==> config.mk <==
export PLATFORM = sky130hd
export DESIGN_NAME = axi_slave_burst_ps
export DESIGN_NICKNAME = d
export VERILOG_FILES = /design/src/rtl/axi_ps_pkg.sv /design/src/rtl/axi_slave_fifo_sync.sv /design/src/rtl/axi_slave_burst_ps.sv
export SDC_FILE = /design/constraint.sdc
export NUM_CORES = 1
export LEC_CHECK = 0
export CAP_MARGIN = 5
export CORE_MARGIN = 1.5
export CORE_UTILIZATION = 45
export DETAILED_ROUTE_END_ITERATION = 7
export GPL_TIMING_DRIVEN = 0
export HOLD_SLACK_MARGIN = 0.05
export PLACE_DENSITY_LB_ADDON = 0.05
export REMOVE_ABC_BUFFERS = 1
export SLEW_MARGIN = 20
export SYNTH_ARGS = -nofsm -noshare
export SYNTH_HDL_FRONTEND = slang
export SYNTH_SLANG_ARGS = --single-unit
==> constraint.sdc <==
create_clock -name S_AXI_ACLK -period 8.5 [get_ports S_AXI_ACLK]
set_clock_uncertainty 0.15 [all_clocks]
set_input_delay 1.275 -clock S_AXI_ACLK [delete_from_list [all_inputs] [get_ports S_AXI_ACLK]]
set_output_delay 1.275 -clock S_AXI_ACLK [all_outputs]
set_load 0.1 [all_outputs]
==> src/rtl/axi_ps_pkg.sv <==
// Shared constants and the read-channel state type for the AXI slave burst front-end.
package axi_ps_pkg;

    localparam logic [1:0] RESP_OKAY   = 2'b00;
    localparam logic [1:0] RESP_SLVERR = 2'b10;
    localparam logic [1:0] BURST_INCR  = 2'b01;

    typedef enum logic {
        R_IDLE,
        R_BURST
    } r_state_t;

endpackage

==> src/rtl/axi_slave_fifo_sync.sv <==
// Show-ahead synchronous command FIFO, 2**AW entries deep.
// The push-side ready is registered, so a pop on a full FIFO frees a slot only for the next cycle.
module axi_slave_fifo_sync #(
    parameter int unsigned DW = 8,
    parameter int unsigned AW = 2
) (
    input  logic          clk,
    input  logic          rst,
    input  logic          push,
    input  logic [DW-1:0] din,
    output logic          ready,
    input  logic          pop,
    output logic [DW-1:0] dout,
    output logic          empty
);

    localparam int unsigned DEPTH = 1 << AW;

    logic [DW-1:0] mem_q [DEPTH];
    logic [AW-1:0] wr_ptr_q, wr_ptr_d;
    logic [AW-1:0] rd_ptr_q, rd_ptr_d;
    logic [AW:0]   count_q, count_d;
    logic          ready_q, ready_d;
    logic          empty_q, empty_d;
    logic          do_push, do_pop;

    always_comb begin
        do_push  = push && ready_q;
        do_pop   = pop && !empty_q;
        wr_ptr_d = wr_ptr_q;
        rd_ptr_d = rd_ptr_q;
        count_d  = count_q;
        if (do_push) wr_ptr_d = wr_ptr_q + AW'(1);
        if (do_pop)  rd_ptr_d = rd_ptr_q + AW'(1);
        case ({do_push, do_pop})
            2'b10:   count_d = count_q + (AW+1)'(1);
            2'b01:   count_d = count_q - (AW+1)'(1);
            default: count_d = count_q;
        endcase
        ready_d = (count_d != (AW+1)'(DEPTH));
        empty_d = (count_d == '0);
    end

    always_ff @(posedge clk or posedge rst) begin
        if (rst) begin
            wr_ptr_q <= '0;
            rd_ptr_q <= '0;
            count_q  <= '0;
            ready_q  <= 1'b0;
            empty_q  <= 1'b1;
        end else begin
            wr_ptr_q <= wr_ptr_d;
            rd_ptr_q <= rd_ptr_d;
            count_q  <= count_d;
            ready_q  <= ready_d;
            empty_q  <= empty_d;
        end
    end

    always_ff @(posedge clk) begin
        if (do_push) mem_q[wr_ptr_q] <= din;
    end

    assign dout  = mem_q[rd_ptr_q];
    assign ready = ready_q;
    assign empty = empty_q;

endmodule

==> src/rtl/axi_slave_burst_ps.sv <==
// AXI3/4 slave front-end for streaming DSP cores: INCR bursts into core_in, core_out into read bursts,
// queued AW/AR commands and an in-band clear word that raises a one-cycle core_clr.
module axi_slave_burst_ps
    import axi_ps_pkg::*;
#(
    parameter int unsigned         WIDTH_SID = 15,
    parameter int unsigned         WIDTH_AD  = 14,
    parameter int unsigned         WIDTH_DA  = 32,
    parameter int unsigned         WIDTH_DS  = 4,
    parameter int unsigned         CMD_AW    = 2,
    parameter logic [WIDTH_DA-1:0] CLR_WORD  = WIDTH_DA'(32'h7FFF_FFFF)
) (
    input  logic                 S_AXI_ACLK,
    input  logic                 S_AXI_ARESET,
    input  logic [WIDTH_SID-1:0] S_AXI_AWID,
    input  logic [WIDTH_AD-1:0]  S_AXI_AWADDR,
    input  logic [7:0]           S_AXI_AWLEN,
    input  logic [2:0]           S_AXI_AWSIZE,
    input  logic [1:0]           S_AXI_AWBURST,
    input  logic                 S_AXI_AWVALID,
    output logic                 S_AXI_AWREADY,
    input  logic [WIDTH_DA-1:0]  S_AXI_WDATA,
    input  logic [WIDTH_DS-1:0]  S_AXI_WSTRB,
    input  logic                 S_AXI_WLAST,
    input  logic                 S_AXI_WVALID,
    output logic                 S_AXI_WREADY,
    output logic [WIDTH_SID-1:0] S_AXI_BID,
    output logic [1:0]           S_AXI_BRESP,
    output logic                 S_AXI_BVALID,
    input  logic                 S_AXI_BREADY,
    input  logic [WIDTH_SID-1:0] S_AXI_ARID,
    input  logic [WIDTH_AD-1:0]  S_AXI_ARADDR,
    input  logic [7:0]           S_AXI_ARLEN,
    input  logic [2:0]           S_AXI_ARSIZE,
    input  logic [1:0]           S_AXI_ARBURST,
    input  logic                 S_AXI_ARVALID,
    output logic                 S_AXI_ARREADY,
    output logic [WIDTH_SID-1:0] S_AXI_RID,
    output logic [WIDTH_DA-1:0]  S_AXI_RDATA,
    output logic [1:0]           S_AXI_RRESP,
    output logic                 S_AXI_RLAST,
    output logic                 S_AXI_RVALID,
    input  logic                 S_AXI_RREADY,
    output logic                 core_clr,
    output logic [WIDTH_DA-1:0]  core_in_data,
    output logic                 core_in_valid,
    input  logic                 core_in_ready,
    input  logic [WIDTH_DA-1:0]  core_out_data,
    input  logic                 core_out_valid,
    output logic                 core_out_ready
);

    logic                 aw_empty, aw_pop, aw_head_err;
    logic [WIDTH_SID:0]   aw_dout;
    logic [WIDTH_SID-1:0] aw_head_id;
    logic                 ar_empty, ar_pop;
    logic [WIDTH_SID+8:0] ar_dout;

    logic                 wr_ok, is_clr, fwd, w_hs;
    logic                 clr_q, clr_d;
    logic                 bvalid_q, bvalid_d;
    logic [WIDTH_SID-1:0] bid_q, bid_d;
    logic [1:0]           bresp_q, bresp_d;

    r_state_t             state_q, state_d;
    logic [WIDTH_SID-1:0] rid_q, rid_d;
    logic [7:0]           rlen_q, rlen_d, rcnt_q, rcnt_d;
    logic                 rerr_q, rerr_d;
    logic                 in_burst, r_hs;

    logic unused_inputs;
    assign unused_inputs = ^{S_AXI_AWADDR, S_AXI_AWLEN, S_AXI_AWSIZE, S_AXI_WSTRB,
                             S_AXI_ARADDR, S_AXI_ARSIZE};

    axi_slave_fifo_sync #(.DW(WIDTH_SID + 1), .AW(CMD_AW)) u_aw_fifo (
        .clk   (S_AXI_ACLK),
        .rst   (S_AXI_ARESET),
        .push  (S_AXI_AWVALID),
        .din   ({S_AXI_AWID, S_AXI_AWBURST != BURST_INCR}),
        .ready (S_AXI_AWREADY),
        .pop   (aw_pop),
        .dout  (aw_dout),
        .empty (aw_empty)
    );

    axi_slave_fifo_sync #(.DW(WIDTH_SID + 9), .AW(CMD_AW)) u_ar_fifo (
        .clk   (S_AXI_ACLK),
        .rst   (S_AXI_ARESET),
        .push  (S_AXI_ARVALID),
        .din   ({S_AXI_ARID, S_AXI_ARLEN, S_AXI_ARBURST != BURST_INCR}),
        .ready (S_AXI_ARREADY),
        .pop   (ar_pop),
        .dout  (ar_dout),
        .empty (ar_empty)
    );

    assign aw_head_id  = aw_dout[WIDTH_SID:1];
    assign aw_head_err = aw_dout[0];

    // Write beats only flow while the single B slot is free or draining this cycle.
    always_comb begin
        wr_ok        = !aw_empty && (!bvalid_q || S_AXI_BREADY);
        is_clr       = (S_AXI_WDATA == CLR_WORD);
        S_AXI_WREADY = wr_ok && (core_in_ready || is_clr || aw_head_err);
        w_hs         = S_AXI_WVALID && S_AXI_WREADY;
        fwd          = S_AXI_WVALID && wr_ok && !is_clr && !aw_head_err;
        aw_pop       = w_hs && S_AXI_WLAST;
        clr_d        = w_hs && is_clr && !aw_head_err;
        bvalid_d     = bvalid_q;
        bid_d        = bid_q;
        bresp_d      = bresp_q;
        if (aw_pop) begin
            bvalid_d = 1'b1;
            bid_d    = aw_head_id;
            bresp_d  = aw_head_err ? RESP_SLVERR : RESP_OKAY;
        end else if (S_AXI_BREADY) begin
            bvalid_d = 1'b0;
        end
    end

    assign core_in_valid = fwd;
    assign core_in_data  = fwd ? S_AXI_WDATA : '0;

    always_comb begin
        state_d  = state_q;
        rid_d    = rid_q;
        rlen_d   = rlen_q;
        rerr_d   = rerr_q;
        rcnt_d   = rcnt_q;
        ar_pop   = 1'b0;
        in_burst = (state_q == R_BURST);
        r_hs     = S_AXI_RVALID && S_AXI_RREADY;
        case (state_q)
            R_IDLE: begin
                if (!ar_empty) begin
                    ar_pop  = 1'b1;
                    state_d = R_BURST;
                    rid_d   = ar_dout[WIDTH_SID+8:9];
                    rlen_d  = ar_dout[8:1];
                    rerr_d  = ar_dout[0];
                    rcnt_d  = '0;
                end
            end
            R_BURST: begin
                if (r_hs) begin
                    rcnt_d = rcnt_q + 8'd1;
                    if (S_AXI_RLAST) state_d = R_IDLE;
                end
            end
            default: state_d = R_IDLE;
        endcase
    end

    assign S_AXI_RVALID   = in_burst && (rerr_q || core_out_valid);
    assign S_AXI_RLAST    = in_burst && (rcnt_q == rlen_q);
    assign S_AXI_RDATA    = (in_burst && !rerr_q) ? core_out_data : '0;
    assign S_AXI_RRESP    = (in_burst && rerr_q) ? RESP_SLVERR : RESP_OKAY;
    assign S_AXI_RID      = rid_q;
    assign core_out_ready = in_burst && !rerr_q && S_AXI_RREADY;

    always_ff @(posedge S_AXI_ACLK or posedge S_AXI_ARESET) begin
        if (S_AXI_ARESET) begin
            clr_q    <= 1'b0;
            bvalid_q <= 1'b0;
            bid_q    <= '0;
            bresp_q  <= RESP_OKAY;
            state_q  <= R_IDLE;
            rid_q    <= '0;
            rlen_q   <= '0;
            rerr_q   <= 1'b0;
            rcnt_q   <= '0;
        end else begin
            clr_q    <= clr_d;
            bvalid_q <= bvalid_d;
            bid_q    <= bid_d;
            bresp_q  <= bresp_d;
            state_q  <= state_d;
            rid_q    <= rid_d;
            rlen_q   <= rlen_d;
            rerr_q   <= rerr_d;
            rcnt_q   <= rcnt_d;
        end
    end

    assign core_clr     = clr_q;
    assign S_AXI_BVALID = bvalid_q;
    assign S_AXI_BID    = bid_q;
    assign S_AXI_BRESP  = bresp_q;

endmodule

# Word level (Yosys, flattened, before mapping)
# Memories as Yosys holds them, arrays and structs flattened. A register that Yosys moved wholly into a read port is not among the register bits.
# Index checks and enable logic that the tools add are counted.
totals:
  mem_bits_rw: 160
  n_memories: 2
  elab_cells: 95
  reg_bits: 46
  out_inout_bits: 107
  input_bits: 162
op_classes:
  eq_ne: 12
  bitwise: 2
  mux: 20
  add_sub_neg: 9
  n_reduce_logical: 34
mem_list:
  columns: ["name", "words", "word_bits", "read_ports", "rd_clocked_by_memory_dff", "wr", "line", "source"]
  rows:
  - ["u_ar_fifo.mem_q", 4, 24, 1, 1, 1, "axi_slave_fifo_sync.sv:19", "logic [DW-1:0] mem_q [DEPTH];"]
  - ["u_aw_fifo.mem_q", 4, 16, 1, 0, 1, "axi_slave_fifo_sync.sv:19", null]
ops:
  columns: ["op", "count"]
  rows:
  - ["32-bit 2-to-1 mux", 2]
  - ["32-bit by 31-bit == test with 1-bit output, second input constant", 1]
  - ["1-bit logical AND", 19]
  - ["8-bit 2-to-1 mux", 2]
  - ["8-bit one-hot mux with 2 select lines", 1]
  - ["3-bit one-hot mux with 2 select lines", 2]
  - ["1-bit 2-to-1 mux", 10]
  - ["2-bit by 1-bit adder with 2-bit output, second input constant", 4]
  - ["8-bit by 1-bit adder with 8-bit output, second input constant", 1]
  - ["8-bit == test", 1]
  - ["3-bit by 1-bit adder with 3-bit output, second input constant", 2]
  - ["1-bit logical NOT", 6]
  - ["3-bit logical NOT", 2]
  - ["2-bit by 1-bit != test with 1-bit output, second input constant", 3]
  - ["3-bit != test, second input constant", 2]
  - ["3-bit by 1-bit subtractor with 3-bit output, second input constant", 2]
  - ["2-bit by 1-bit == test with 1-bit output, second input constant", 2]
  - ["2-bit == test, second input constant", 2]
  - ["1-bit logical OR", 4]
  - ["2-bit 2-to-1 mux", 2]
  - ["2-bit AND reduction", 2]
  - ["2-bit != test, second input constant", 1]
  - ["1-bit inverter", 2]
  - ["1-bit one-hot mux with 2 select lines", 1]
  - ["2-bit nonzero test", 1]

# Logic depth before layout (Yosys ltp)
depth:
  word_depth: 10
  ltp_mapped: 12
  ltp_nobuf: 11

# Modules after synthesis
# Synthesis repeated with hierarchy kept, for this count alone.
hier_totals:
  hier_cells: 596
  hier_area_um2: 9849.4
by_module_without_submodules:
  columns: ["module", "instances", "cells_per_inst", "seq_area_each_um2", "area_per_inst_um2"]
  rows:
  - ["axi_slave_fifo_sync at u_ar_fifo", 1, 169, 3109.2, 3992.6]
  - ["axi_slave_burst_ps", 1, 300, 1276.2, 3022.9]
  - ["axi_slave_fifo_sync at u_aw_fifo", 1, 127, 2148.3, 2834.0]

# Worst setup path before layout
# No wires, ideal clock.
synth_path:
  kind: "in2out"
  startpoint: "input S_AXI_WDATA[31]"
  endpoint: "output S_AXI_WREADY"
  required_ns: 7.075
  path_stages: 4
  n_path_buf: 0
  arrival_time_ns: 4.055
  slack_ns: 3.020
  path_cell_list: "nand4b_1 -> nor4_1 -> nand2_1 -> a211oi_1"
synth_via:
  elab_chain_cells: 4
synth_rtl:
  columns: ["element", "line", "source"]
  rows:
  - ["from (decl)", "axi_slave_burst_ps.sv:22", "input logic [WIDTH_DA-1:0] S_AXI_WDATA,"]
  - ["32-bit by 31-bit == test with 1-bit output", "axi_slave_burst_ps.sv:103", "is_clr = (S_AXI_WDATA == CLR_WORD);"]
  - ["1-bit logical OR (2 in a row)", "axi_slave_burst_ps.sv:104", "S_AXI_WREADY = wr_ok && (core_in_ready || is_clr || aw_head_err);"]
  - ["1-bit logical AND", "axi_slave_burst_ps.sv:104", null]
  - ["to (decl)", "axi_slave_burst_ps.sv:26", "output logic S_AXI_WREADY,"]
# No other way between the ends.

# Worst setup path after layout
layout_path:
  startpoint: "input S_AXI_BREADY"
  endpoint: "output core_in_data[29]"
layout_via:
  elab_chain_cells: 6
layout_rtl:
  columns: ["element", "line", "source"]
  rows:
  - ["from (decl)", "axi_slave_burst_ps.sv:30", "input logic S_AXI_BREADY,"]
  - ["1-bit logical OR", "axi_slave_burst_ps.sv:102", "wr_ok = !aw_empty && (!bvalid_q || S_AXI_BREADY);"]
  - ["1-bit logical AND", "axi_slave_burst_ps.sv:102", null]
  - ["1-bit logical AND (3 in a row)", "axi_slave_burst_ps.sv:106", "fwd = S_AXI_WVALID && wr_ok && !is_clr && !aw_head_err;"]
  - ["32-bit 2-to-1 mux", "axi_slave_burst_ps.sv:122", "assign core_in_data = fwd ? S_AXI_WDATA : '0;"]
  - ["to (decl)", "axi_slave_burst_ps.sv:45", "output logic [WIDTH_DA-1:0] core_in_data,"]
# No other way between the ends.

==> results.md <==
- Outcome: finished, final reports clean
- Count of cell types in the netlist: 43
- Crit path top cell by count: clkdlybuf4s50_1
- Critical Path Start Type: input pin
- Die area: 21,700 um2
- Worst vdd ir: 0.000235 V
- Initial core utilization: 0.461
- FFs w/ async S/R, synth: 0.301
- Worst setup EP type: output port
- Synth top area share: 0.512
- Minimum clock period: 5760 ps
- RD Place Congestion: 0.972
- Most common flop cell mapped by yosys: edfxtp_1
- Relative slew margins: 0.282
- Area growth, synth to finish: 34.3%
- Number of synthesized flops with an enable pin: 160
- Syn Area/Cell: 17.7 um2
- Clock Sinks: 229
- Setup TNS Final: 0 ps
- Clk Latency, worst-skew pair: 490 ps
- Largest net degree at the start of global routing: 43
- Worst min path class: flip-flop to flip-flop
- Dpl cells: 1,000
- CTS tree: done
- Post-route setup slack: 2740 ps
- Count of maximum capacitance violations: 0
- Synth top area cells: edfxtp_1 (51%), dfrtp_1 (18%), mux4_2 (8.9%), and2_1 (4.6%), mux2_2 (4.1%)
- Total wire length: 20.7 mm
- Std-Cell Rows: 52
- FILL cells: 1,492
- Vias per cell: 5.13
- Core area: 20,400 um2
- Total gr overflow: 0
- Nets@finish: 930
- Port Buffers: 220
- Most common cell in the netlist: edfxtp_1
- Setup Crit Path Kind: input pin to output port
- Hold Vio Cnt, Final: 0
- Vias: 5,346
- Post-cts sizing count: 0
- Wire length per cell: 19.9 um
- Power, Total: 4.85 mW
- Non-filler cells, final: 1,043
- Yosys top cell by area: edfxtp_1
- First DRT Iteration DRCs: 235
- Slew Limit Fails: 0
- Critical path's top delay family: buffers and inverters
- Clk root buf: clkbuf_16
- Worst-path clk slew: 60 ps
- Leakage power: 4.57 nW
- CP max stage delay: 1130 ps
- Dpl cell area: 11,900 um2
- Top post-synthesis cells by count: edfxtp_1 (160), and2_1 (69), dfrtp_1 (67), mux4_2 (37), mux2_2 (34)
- Tot GR Track Use: 0.193
- Buf+Inv Stages, Crit Path: 2
- Crit-path max FO: 33
- Seq/Total Area, Yosys: 0.697
- Clock Path Buffers: 3
- Vias in the first global route: 5,511
- Die Y: 147 um
- Final Cell Area: 12,600 um2
- First-pass GRT wire length: 32.0 mm
- Synth warn: 0
- Final HPWL DP: 14.0 mm
- Yosys reg bits: 229
- Hold_buf cts: 0
- Critical Path RT: 7070 ps
- Actual slew at the worst max-slew pin: 1070 ps
- Fmax: 174 MHz
- Setup violations, final: 0
- Place WS: 2660 ps
- Synthesized cell area: 9380 um2
- ANT nets after route: 0
- DR DRC count: 0
- Post-synthesis cell count: 530
- Pre-Repair DR Iteration Count: 4
- I/O pins: 269
- Share of cells above drive strength 1: 0.171
- Crit-path cells: clkdlybuf4s50_1, nor2b_1, nor3b_1, nand2b_1, nor2_2, and2_1, clkdlybuf4s50_1
- Post-CTS Setup Inserts: 0
- RSZ-0062 raised after global routing: no
- # H-tree levels: 1
- Worst EP arrival: 4330 ps
- Die X: 147 um
- Pwr Density: 385 nW/um2
- CTS Buf Count: 23
- Initial antenna violation count: 3
- Slowest stage cell, crit path: clkdlybuf4s50_1
- Period utilisation layout: 0.678
-- layout by cell type, fill, tap and decap left out, types with 3 or more instances in the layout --
| cell type | Yosys | final |
|---|---|---|
| and3_1 | 10 | 6 |
| and2_1 | 69 | 69 |
| clkinv_2 | 0 | 4 |
| nand4_1 | 10 | 10 |
| nor2_1 | 9 | 9 |
| mux2_4 | 7 | 7 |
| ha_1 | 11 | 11 |
| dfrtp_1 | 67 | 64 |
| nand3_1 | 7 | 7 |
| clkdlybuf4s50_1 | 0 | 220 |
| o21ai_0 | 6 | 6 |
| mux2_2 | 34 | 34 |
| xnor2_1 | 12 | 12 |
| nor4_1 | 3 | 3 |
| edfxtp_1 | 160 | 160 |
| mux4_2 | 37 | 37 |
| and3_2 | 0 | 4 |
| dfrtp_2 | 0 | 3 |
| clkinvlp_4 | 0 | 3 |
| nand2b_1 | 3 | 3 |
| nand2_1 | 11 | 11 |
| inv_1 | 12 | 10 |
| clkbuf_16 | 0 | 23 |
| clkbuf_1 | 7 | 4 |
| mux4_1 | 3 | 3 |
| xor2_1 | 12 | 12 |
-- area by class of cell --
| type | count | area, um2 | area share |
|---|---|---|---|
| multi-input cells | 267 | 2680 | 0.213 |
| flip-flops and latches | 229 | 6540 | 0.519 |
| clock buffers | 29 | 618 | 0.0491 |
| inverters | 12 | 47.5 | 0.00377 |
| well taps | 270 | 338 | 0.0268 |
| diodes | 2 | 5.00 | 0.000397 |
| repair buffers | 222 | 2250 | 0.179 |
| clock inverters | 12 | 119 | 0.00944 |
-- sequential cells by signal (all words and copies together) (netlist names), 3 cells and up --
register,flops
u_ar_fifo.mem_q,96
u_aw_fifo.mem_q,64
S_AXI_BID,15
S_AXI_RID,15
rcnt_q,8
rlen_q,8
u_ar_fifo.count_q,3
u_aw_fifo.count_q,3
-- cells by family (layout without fill, tap and decap cells) --
logic type | Yosys count | count (layout) | share of synthesized area
muxes | 81 | 81 | 0.149
and+or+nand+nor | 133 | 133 | 0.0831
AOI/OAI and AO/OA | 14 | 14 | 0.0107
other | 1 | 4 | 0.000400
DFF | 229 | 229 | 0.697
adders and majority gates | 13 | 13 | 0.0189
buffers and inverters | 35 | 275 | 0.0185
xor gates and xnor gates | 24 | 24 | 0.0224
-- through the flow --
| step | util | hold slack [ps] |
|---|---|---|
| 2_1_floorplan | - | 301 |
| 3_3_place_gp | 0.579 | 313 |
| 3_5_place_dp | 0.582 | 324 |
| 4_1_cts | 0.618 | 336 |
| 5_1_grt | 0.619 | 369 |
| 6_report | 0.619 | 345 |
-- layer usage --
layer  up-vias  global-route usage  share of wire
met5         -                   0        0.00063
met4         2              0.0535          0.017
met3        21              0.0389          0.060
met2       181               0.348           0.53
met1      2702               0.237           0.39
li1       2440                   -              -
-- worst reg2reg max path: cells and delay by family (launching register included) --
| family | cells | cell delay (ps) |
|---|---|---|
| xor+xnor | 2 | 390 |
| buf+inv | 1 | 60 |
| simple gates | 3 | 250 |
| flops | 1 | 920 |
| compound gates | 1 | 690 |
| fa+ha+maj | 2 | 680 |
| mux | 1 | 440 |
-- final timing paths --
check / start / endpoint / slack (ps) / cells past startpoint
min in group asynchronous: S_AXI_ARESET / core_clr / 1000 / 2
worst max-delay path: S_AXI_BREADY / core_in_data[29] / 2740 / 7
worst min-delay path: u_aw_fifo.count_q[2] / u_aw_fifo.count_q[2] / 340 / 1
max in group asynchronous: S_AXI_ARESET / u_ar_fifo.empty / 6570 / 3
worst min register to register: u_aw_fifo.count_q[2] / u_aw_fifo.count_q[2] / 340 / 1
worst max register to register: u_aw_fifo.rd_ptr_q[1] / u_aw_fifo.ready / 4810 / 10
-- report_power, final --
group          internal (mW)  switching, mW  total, mW
registers               1.49          0.184       1.67
clock network          0.577          0.399      0.975
logic                  0.666           1.54       2.21
total                   2.73           2.12       4.85
(Power assumes the default switching activity.)
